--- config.mk ---
export PLATFORM = sky130hd
export DESIGN_NAME = i2c_angle_responder
export DESIGN_NICKNAME = d
export VERILOG_FILES = /design/src/rtl/i2c_angle_responder.sv
export SDC_FILE = /design/constraint.sdc
export NUM_CORES = 1
export LEC_CHECK = 0
export BUFFER_PORTS_ARGS = -buffer_cell sky130_fd_sc_hd__buf_4
export CAP_MARGIN = 15
export CORE_UTILIZATION = 46
export CTS_BUF_LIST = sky130_fd_sc_hd__clkbuf_4
export CTS_CLUSTER_SIZE = 14
export DETAILED_ROUTE_END_ITERATION = 10
export HOLD_SLACK_MARGIN = 0.06
export PLACE_DENSITY_LB_ADDON = 0.15
export SYNTH_ARGS = -nofsm -noshare
export SYNTH_HDL_FRONTEND = slang
export SYNTH_SLANG_ARGS = --single-unit
--- constraint.sdc ---
create_clock -name clock -period 5.18 [get_ports clock]
set_clock_uncertainty 0.05 [all_clocks]
set_input_delay 1.036 -clock clock [delete_from_list [all_inputs] [get_ports clock]]
set_output_delay 1.036 -clock clock [all_outputs]
set_load 0.02 [all_outputs]
--- src/rtl/i2c_angle_responder.sv ---
// I2C target emulating a 12-bit magnetic angle encoder: pointer writes, coherent
// multi-byte angle reads from a snapshot taken at the read-address ACK, open-drain SDA.
`timescale 1ns/1ps
module i2c_angle_responder #(
   parameter logic [6:0] DEV_ADDR   = 7'h36,
   parameter logic [7:0] STATUS_VAL = 8'h20,
   parameter logic [7:0] PTR_RST    = 8'h0C
) (
   input  logic        clock,
   input  logic        reset_n,
   input  logic        scl,
   input  logic        sda_in,
   output logic        sda_oe,
   input  logic [11:0] angle,
   output logic        busy,
   output logic        snap_pulse
);

   typedef enum logic [2:0] {
      S_IDLE, S_ADDR, S_A_ACK, S_PTR, S_P_ACK, S_WR_IGN, S_TX, S_M_ACK
   } state_t;

   logic        r_scl_meta, r_scl_sync, r_scl_hist;
   logic        r_sda_meta, r_sda_sync, r_sda_hist;
   state_t      r_state;
   logic [3:0]  r_cnt;
   logic [7:0]  r_shift;
   logic [7:0]  r_ptr;
   logic [11:0] r_snapshot;
   logic        r_rw;
   logic        r_sda_oe;
   logic        r_busy;
   logic        r_snap_pulse;

   state_t      w_state_nxt;
   logic [3:0]  w_cnt_nxt;
   logic [7:0]  w_shift_nxt;
   logic [7:0]  w_ptr_nxt;
   logic [11:0] w_snap_nxt;
   logic        w_rw_nxt;
   logic        w_oe_nxt;
   logic        w_busy_nxt;
   logic        w_pulse_nxt;

   logic        w_scl_rise, w_scl_fall, w_start, w_stop, w_byte_done;
   logic [7:0]  w_shift_in;
   logic [7:0]  w_rd_byte;

   function automatic logic [7:0] reg_read(input logic [7:0] p, input logic [11:0] snap);
      case (p)
         8'h0B:        reg_read = STATUS_VAL;
         8'h0C, 8'h0E: reg_read = {4'b0000, snap[11:8]};
         8'h0D, 8'h0F: reg_read = snap[7:0];
         default:      reg_read = 8'h00;
      endcase
   endfunction

   // NOTE: synchronizers reset to 1 (idle bus) so leaving reset never fakes a START or edge.
   always_ff @(posedge clock or negedge reset_n) begin
      if (!reset_n) begin
         r_scl_meta <= 1'b1;
         r_scl_sync <= 1'b1;
         r_scl_hist <= 1'b1;
         r_sda_meta <= 1'b1;
         r_sda_sync <= 1'b1;
         r_sda_hist <= 1'b1;
      end else begin
         r_scl_meta <= scl;
         r_scl_sync <= r_scl_meta;
         r_scl_hist <= r_scl_sync;
         r_sda_meta <= sda_in;
         r_sda_sync <= r_sda_meta;
         r_sda_hist <= r_sda_sync;
      end
   end

   assign w_scl_rise  = r_scl_sync & ~r_scl_hist;
   assign w_scl_fall  = ~r_scl_sync & r_scl_hist;
   assign w_start     = r_scl_sync & r_scl_hist & r_sda_hist & ~r_sda_sync;
   assign w_stop      = r_scl_sync & r_scl_hist & ~r_sda_hist & r_sda_sync;
   assign w_byte_done = w_scl_fall && (r_cnt == 4'd8);
   assign w_shift_in  = {r_shift[6:0], r_sda_sync};
   assign w_rd_byte   = reg_read(r_ptr, r_snapshot);

   // Bus-side transitions land on synchronized SCL edges so sda_oe only moves while SCL is low.
   always_comb begin
      w_state_nxt = r_state;
      w_cnt_nxt   = r_cnt;
      w_shift_nxt = r_shift;
      w_ptr_nxt   = r_ptr;
      w_snap_nxt  = r_snapshot;
      w_rw_nxt    = r_rw;
      w_oe_nxt    = r_sda_oe;
      w_busy_nxt  = r_busy;
      w_pulse_nxt = 1'b0;

      if (w_stop) begin
         w_state_nxt = S_IDLE;
         w_oe_nxt    = 1'b0;
         w_busy_nxt  = 1'b0;
         w_ptr_nxt   = PTR_RST;
      end else if (w_start) begin
         w_state_nxt = S_ADDR;
         w_cnt_nxt   = 4'd0;
         w_oe_nxt    = 1'b0;
      end else begin
         case (r_state)
            S_IDLE: w_oe_nxt = 1'b0;
            S_ADDR: begin
               if (w_scl_rise) begin
                  w_shift_nxt = w_shift_in;
                  w_cnt_nxt   = r_cnt + 4'd1;
               end else if (w_byte_done) begin
                  w_cnt_nxt = 4'd0;
                  if (r_shift[7:1] == DEV_ADDR && r_shift[7:1] != 7'd0) begin
                     w_state_nxt = S_A_ACK;
                     w_oe_nxt    = 1'b1;
                     w_busy_nxt  = 1'b1;
                     w_rw_nxt    = r_shift[0];
                     if (r_shift[0]) begin
                        w_snap_nxt  = angle;
                        w_pulse_nxt = 1'b1;
                     end
                  end else begin
                     w_state_nxt = S_IDLE;
                     w_busy_nxt  = 1'b0;
                  end
               end
            end
            S_A_ACK: begin
               if (w_scl_fall) begin
                  w_cnt_nxt = 4'd0;
                  if (r_rw) begin
                     w_state_nxt = S_TX;
                     w_shift_nxt = w_rd_byte;
                     w_oe_nxt    = ~w_rd_byte[7];
                  end else begin
                     w_state_nxt = S_PTR;
                     w_oe_nxt    = 1'b0;
                  end
               end
            end
            S_PTR, S_WR_IGN: begin
               if (w_scl_rise) begin
                  w_shift_nxt = w_shift_in;
                  w_cnt_nxt   = r_cnt + 4'd1;
               end else if (w_byte_done) begin
                  w_cnt_nxt   = 4'd0;
                  w_state_nxt = S_P_ACK;
                  w_oe_nxt    = 1'b1;
                  w_ptr_nxt   = (r_state == S_PTR) ? r_shift : r_ptr + 8'd1;
               end
            end
            S_P_ACK: begin
               if (w_scl_fall) begin
                  w_state_nxt = S_WR_IGN;
                  w_cnt_nxt   = 4'd0;
                  w_oe_nxt    = 1'b0;
               end
            end
            S_TX: begin
               if (w_scl_rise) begin
                  w_cnt_nxt = r_cnt + 4'd1;
               end else if (w_byte_done) begin
                  w_state_nxt = S_M_ACK;
                  w_oe_nxt    = 1'b0;
                  w_ptr_nxt   = r_ptr + 8'd1;
               end else if (w_scl_fall) begin
                  w_shift_nxt = {r_shift[6:0], 1'b0};
                  w_oe_nxt    = ~r_shift[6];
               end
            end
            S_M_ACK: begin
               if (w_scl_rise && r_sda_sync) begin
                  w_state_nxt = S_IDLE;
                  w_busy_nxt  = 1'b0;
               end else if (w_scl_fall) begin
                  w_state_nxt = S_TX;
                  w_cnt_nxt   = 4'd0;
                  w_shift_nxt = w_rd_byte;
                  w_oe_nxt    = ~w_rd_byte[7];
               end
            end
            default: begin
               w_state_nxt = S_IDLE;
               w_oe_nxt    = 1'b0;
            end
         endcase
      end
   end

   always_ff @(posedge clock or negedge reset_n) begin
      if (!reset_n) begin
         r_state      <= S_IDLE;
         r_cnt        <= 4'd0;
         r_shift      <= 8'h00;
         r_ptr        <= PTR_RST;
         r_snapshot   <= 12'h000;
         r_rw         <= 1'b0;
         r_sda_oe     <= 1'b0;
         r_busy       <= 1'b0;
         r_snap_pulse <= 1'b0;
      end else begin
         r_state      <= w_state_nxt;
         r_cnt        <= w_cnt_nxt;
         r_shift      <= w_shift_nxt;
         r_ptr        <= w_ptr_nxt;
         r_snapshot   <= w_snap_nxt;
         r_rw         <= w_rw_nxt;
         r_sda_oe     <= w_oe_nxt;
         r_busy       <= w_busy_nxt;
         r_snap_pulse <= w_pulse_nxt;
      end
   end

   assign sda_oe     = r_sda_oe;
   assign busy       = r_busy;
   assign snap_pulse = r_snap_pulse;

endmodule
* Yosys cells after proc, flatten, opt, wreduce, memory -nomap -nowiden
Index checks and enable logic that the tools add are counted.
** Operators by class
- Add/sub/neg operators :: 2
- Equality and inequality tests :: 46
- Muxes and demuxes :: 70
- Bitwise gates (word level) :: 16
- Reduce and logical (&&, ||, !) cells :: 23
** Operators by type and width (count)
- $mux W8 :: 15
- $ne A4 B4 Y1 const B :: 11
- $eq A8 B4 Y1 const B :: 5
- $mux W3 :: 13
- $pmux W8 S4 :: 1
- $mux W1 :: 28
- $ne A3 B3 Y1 const B :: 9
- $mux W4 :: 6
- $pmux W8 S3 :: 1
- $reduce_and A11 Y1 :: 2
- $pmux W3 S6 :: 1
- $pmux W4 S4 :: 1
- $pmux W8 S2 :: 1
- $ne A2 B2 Y1 const B :: 7
- $eq A3 B3 Y1 const B :: 4
- $reduce_and A6 Y1 :: 2
- $ne A5 B5 Y1 const B :: 2
- $reduce_and A10 Y1 :: 1
- $reduce_and A5 Y1 :: 2
- $not A1 Y1 :: 9
- $add A8 B1 Y8 const B :: 1
- $reduce_bool A8 Y1 :: 1
- $reduce_or A2 Y1 :: 4
- $and A1 B1 Y1 :: 7
- other kinds (18) :: 23
** Storage, ports and cells
- Register bits :: 45
- Input port bits :: 16
- Output and inout port bits :: 3

* Depth between registers and ports, before layout
- Depth after elaboration :: 9
- Depth in mapped cells :: 8
- Mapped depth without buffers :: 7

* Least setup slack after synthesis
Ideal clock, no wire load.
- Path type :: flip-flop to flip-flop
- Start :: register r_cnt[0]
- End :: register r_snapshot[0]
- Arrival time :: 1.696 ns
- Slack :: 3.307 ns
- Stages on the path, launching flop included :: 9
- Buffers on the path :: 1
- Clock period less this slack :: 1.873 ns
- Cells stage by stage :: dfrtp_1 -> inv_1 -> ha_1 -> nand3b_1 -> nor2_4 -> nand2_1 -> nor2_4 -> buf_6 -> mux2_1
** On the way
- Word-level cells in the longest chain between the ends :: 3
** RTL lines
- start: declaration :: line 26 : logic [3:0] r_cnt;
- start signal: assignment :: line 205 : r_cnt <= w_cnt_nxt;
- $eq A4 B4 Y1 :: line 81 : assign w_byte_done = w_scl_fall && (r_cnt == 4'd8);
- $logic_and A1 B1 Y1 :: line 81
- $reduce_and A7 Y1 (no line)
- end signal: assignment :: line 208 : r_snapshot <= w_snap_nxt;
- end: declaration :: line 29 : logic [11:0] r_snapshot;
No other way between the ends.
A chain may end at the register's enable or synchronous reset.

* Worst setup path after layout
- Start :: register r_cnt[0]
- End :: register r_snapshot[7]
The elaborated chain is that of the path after synthesis.

==> key figures <==
Layout
  • Post-Layout Cell Count: 347
  • Layout Nets: between 200 and 300
  • Filler cells: 506
  • Commonest non-fill, non-tap cells in the layout: dfrtp_1, nor2_1, a21oi_1, buf_4, nand2_1
  • Layout cells sized above 1: 0.220
  • Commonest non-fill, non-tap cell in the layout: dfrtp_1
  • N_diodes: 0
  • Area delta synth->final: 8.88%

Route
  • Pre-antenna DRT Iters: 4
  • Vias per cell: between 5 and 6
  • DRC: 0
  • DRT antenna net count: 0
  • Routed via count: about 2,000
  • Wirelength per Cell: roughly 15 um
  • Post-Route WL: between 5000 and 6000 um
  • DRT iter0 DRCs: between 150 and 200

Clocking
  • Num Clock Sinks: between 40 and 50
  • Clk slew on worst S/H paths: about 140 ps
  • Clock buffer depth: 2
  • Post-CTS setup buffers: 0
  • CTS tree: built
  • Clock root buffer: clkbuf_4
  • Clk_lat worst skew: roughly 370 ps
  • Num CTS Buffers: 5
  • Hold-fix buffers, CTS: 0
  • H-tree Lvls: 2
  • CTS resizes: 0

Floorplan
  • Top Ports: 19
  • Initial core utilization: 0.492
  • Die area: ~5900 um2
  • Cell Rows: 26
  • DIE WIDTH: ~77 um
  • Die height: slightly below 80 um
  • Core area: approximately 5300 um2

Synth
  • Net Count, Synth: 282
  • Seq/Total Area, Yosys: 0.438
  • Share of the synthesized area in the top cell type: 0.357
  • Synth top area cells: dfrtp_1, dfstp_2, a21oi_1
  • Post-synthesis register bit count: 45
  • Top_reg_cell synth: dfrtp_1
  • Cell taking the most area after synthesis: dfrtp_1
  • Post-synth ARST share: 1.00
  • Post-synth design cell area: ~2600 um2
  • Syn avg cell area: 9.97 um2
  • Post-Syn Instances: 260
  • Post-synth cell types: 61
  • EDFF count, synth: 0
  • Warnings from Yosys: 0

Power and ir drop
  • Static leakage: ~1.2 nW
  • Combinational power share: 0.181
  • P_sw: about 0.00025 W
  • Total power: roughly 0.00077 W
  • Peak supply drop: around 0.16 mV
  • Flop pwr share: 0.584
  • Int Pwr: 0.000522 W
  • Pwr Density: about 270 nW/um2
  • Sw Share: 0.326
  • Clock power frac: 0.234

Timing
  • Setup violations, final: 0
  • Final worst-path cycle share: 0.418
  • Setup_tns: 0 ps
  • Final Slew Violations: 0
  • Min Tclk post-route: around 2200 ps
  • Tightest Pin Transition: a little under 700 ps
  • Relative slew margins: 0.547
  • RSZ-0062 raised after global routing: false
  • Hold Fails Final Rpt: 0
  • Fmax: ~460 MHz

Worst setup path
  • WP data required: around 5400 ps
  • Slowest-stage cell, CP: dfrtp_1
  • Delay-heaviest family, CP: simple AND/OR/NAND/NOR gates
  • Startpoint Class: flop
  • Critical path capture point type: flop
  • CP most frequent cell: nor2_4
  • Arrival time at the worst endpoint: 2370 ps
  • Worst path cell trace: inv_1 > ha_1 > nand3b_1 > nor2_4 > nand2_1 > nor2_4 > mux2_2
  • Max FO, Critical Path: 14
  • CP peak stage delay: between 400 and 500 ps
  • CP Class: reg -> reg
  • CP bufs+invs: 1

Global routing
  • Largest net degree at the start of global routing: 46
  • Grt total ovfl: 0
  • Gr usage total: 0.197
  • Antenna violations before repair: 0
  • First-pass GRT wire length: 9200 um
  • Vias in the first global route: about 1,900

Flow run
  • Number of max-cap violations: 0

Place
  • Post-Place Cells: 339
  • PortBufs: 18
  • DP Wirelength: 3900 um
  • Routability Congestion: ~0.89

Outcome
  • Status: finished, final reports clean

Hold path
  • Hold Crit Class: reg -> reg
[power by group through the flow]
stage / Sequential [W] / Combinational (W) / Clock, W
floorplan: 0.000434 / 0.000115 / 0
global placement: 0.000458 / 0.000140 / 0
detailed placement: 0.000458 / 0.000141 / 0
CTS: 0.000451 / 0.000141 / 0.000187
global route: 0.000459 / 0.000160 / 0.000202
finish: 0.000453 / 0.000141 / 0.000181
[worst paths after layout]
path | start | to | slack, ps | depth (start not counted)
max | r_cnt[0]$_DFFE_PN0P_ | r_snapshot[7]$_DFFE_PN0P_ | 3010 | 7
min in group asynchronous | reset_n | r_cnt[3]$_DFFE_PN0P_ | 580 | 1
min reg2reg | r_scl_meta$_DFF_PN1_ | r_scl_sync$_DFF_PN1_ | 310 | 0
max reg2reg | r_cnt[0]$_DFFE_PN0P_ | r_snapshot[7]$_DFFE_PN0P_ | 3010 | 7
min | r_scl_meta$_DFF_PN1_ | r_scl_sync$_DFF_PN1_ | 310 | 0
max in group asynchronous | reset_n | r_scl_hist$_DFF_PN1_ | 4080 | 1
[synthesized netlist by cell type, types with 4 or more instances]
cell type  number
nand3_1         9
dfstp_2         8
nand4_1         4
o21ai_0        14
nand2b_1        4
nand2_1        15
a21oi_1        19
inv_1          12
a31oi_1         5
dfrtp_1        37
a21o_1          5
a22oi_1         4
ha_1            6
nor2_1         23
mux2_1          8
o31ai_1         4
a21oi_2         4
o211ai_1        4
buf_2           6
a22o_1          4
mux2_2          5
[state kept, by name (all words and copies together) (netlist names)]
name,count
r_ptr,8
r_sda_sync,1
r_sda_meta,1
r_scl_hist,1
r_shift,8
r_rw,1
r_cnt,4
r_snapshot,12
r_state,3
r_sda_hist,1
busy,1
r_scl_sync,1
snap_pulse,1
sda_oe,1
r_scl_meta,1
[metrics by stage]
stage	hold slack, ps	utilization	cell area, um2	setup slack (ps)
after detailed placement	297	0.524	2760	3050
final	313	0.536	2820	3010
after floorplan	295	-	2590	3310
after global routing	317	0.536	2820	2850
after global placement	295	0.524	2760	3120
after CTS	316	0.536	2820	3010
[logic make-up after synthesis]
| logic type | count (synthesis) | share of synthesized area |
|---|---|---|
| xor gates and xnor gates | 2 | 0.00676 |
| muxes | 16 | 0.0681 |
| adders and majority gates | 6 | 0.0290 |
| and+or+nand+nor | 86 | 0.194 |
| buffers and inverters | 21 | 0.0376 |
| DFF | 45 | 0.438 |
| AOI/OAI and AO/OA | 84 | 0.226 |
[worst reg2reg max path: cells and delay by family (launching register included)]
kind                       cells  cell delay (ps)
buffers and inverters          1               80
and+or+nand+nor                4              970
DFF                            1              440
muxes                          1              380
adders and majority gates      1              140
[routing by layer]
layer / vias up / GRT usage / wire [um]
met5: - / 0 / 0
met4: 0 / 0.0736 / 119
met3: 9 / 0.0381 / 321
met2: 50 / 0.281 / 2260
met1: 973 / 0.293 / 2650
li1: 993 / - / -
[area by class of cell]
cell class	instances	area, um2	share of cell area
clock inverters	1	7.51	0.00266
multi-input cells	194	1360	0.481
inverters	12	45.0	0.0160
clock buffers	7	52.6	0.0186
flip-flops and latches	45	1140	0.402
well taps	70	87.6	0.0310
repair buffers	18	135	0.0479
No activity file was read; power rests on OpenSTA's default activity.
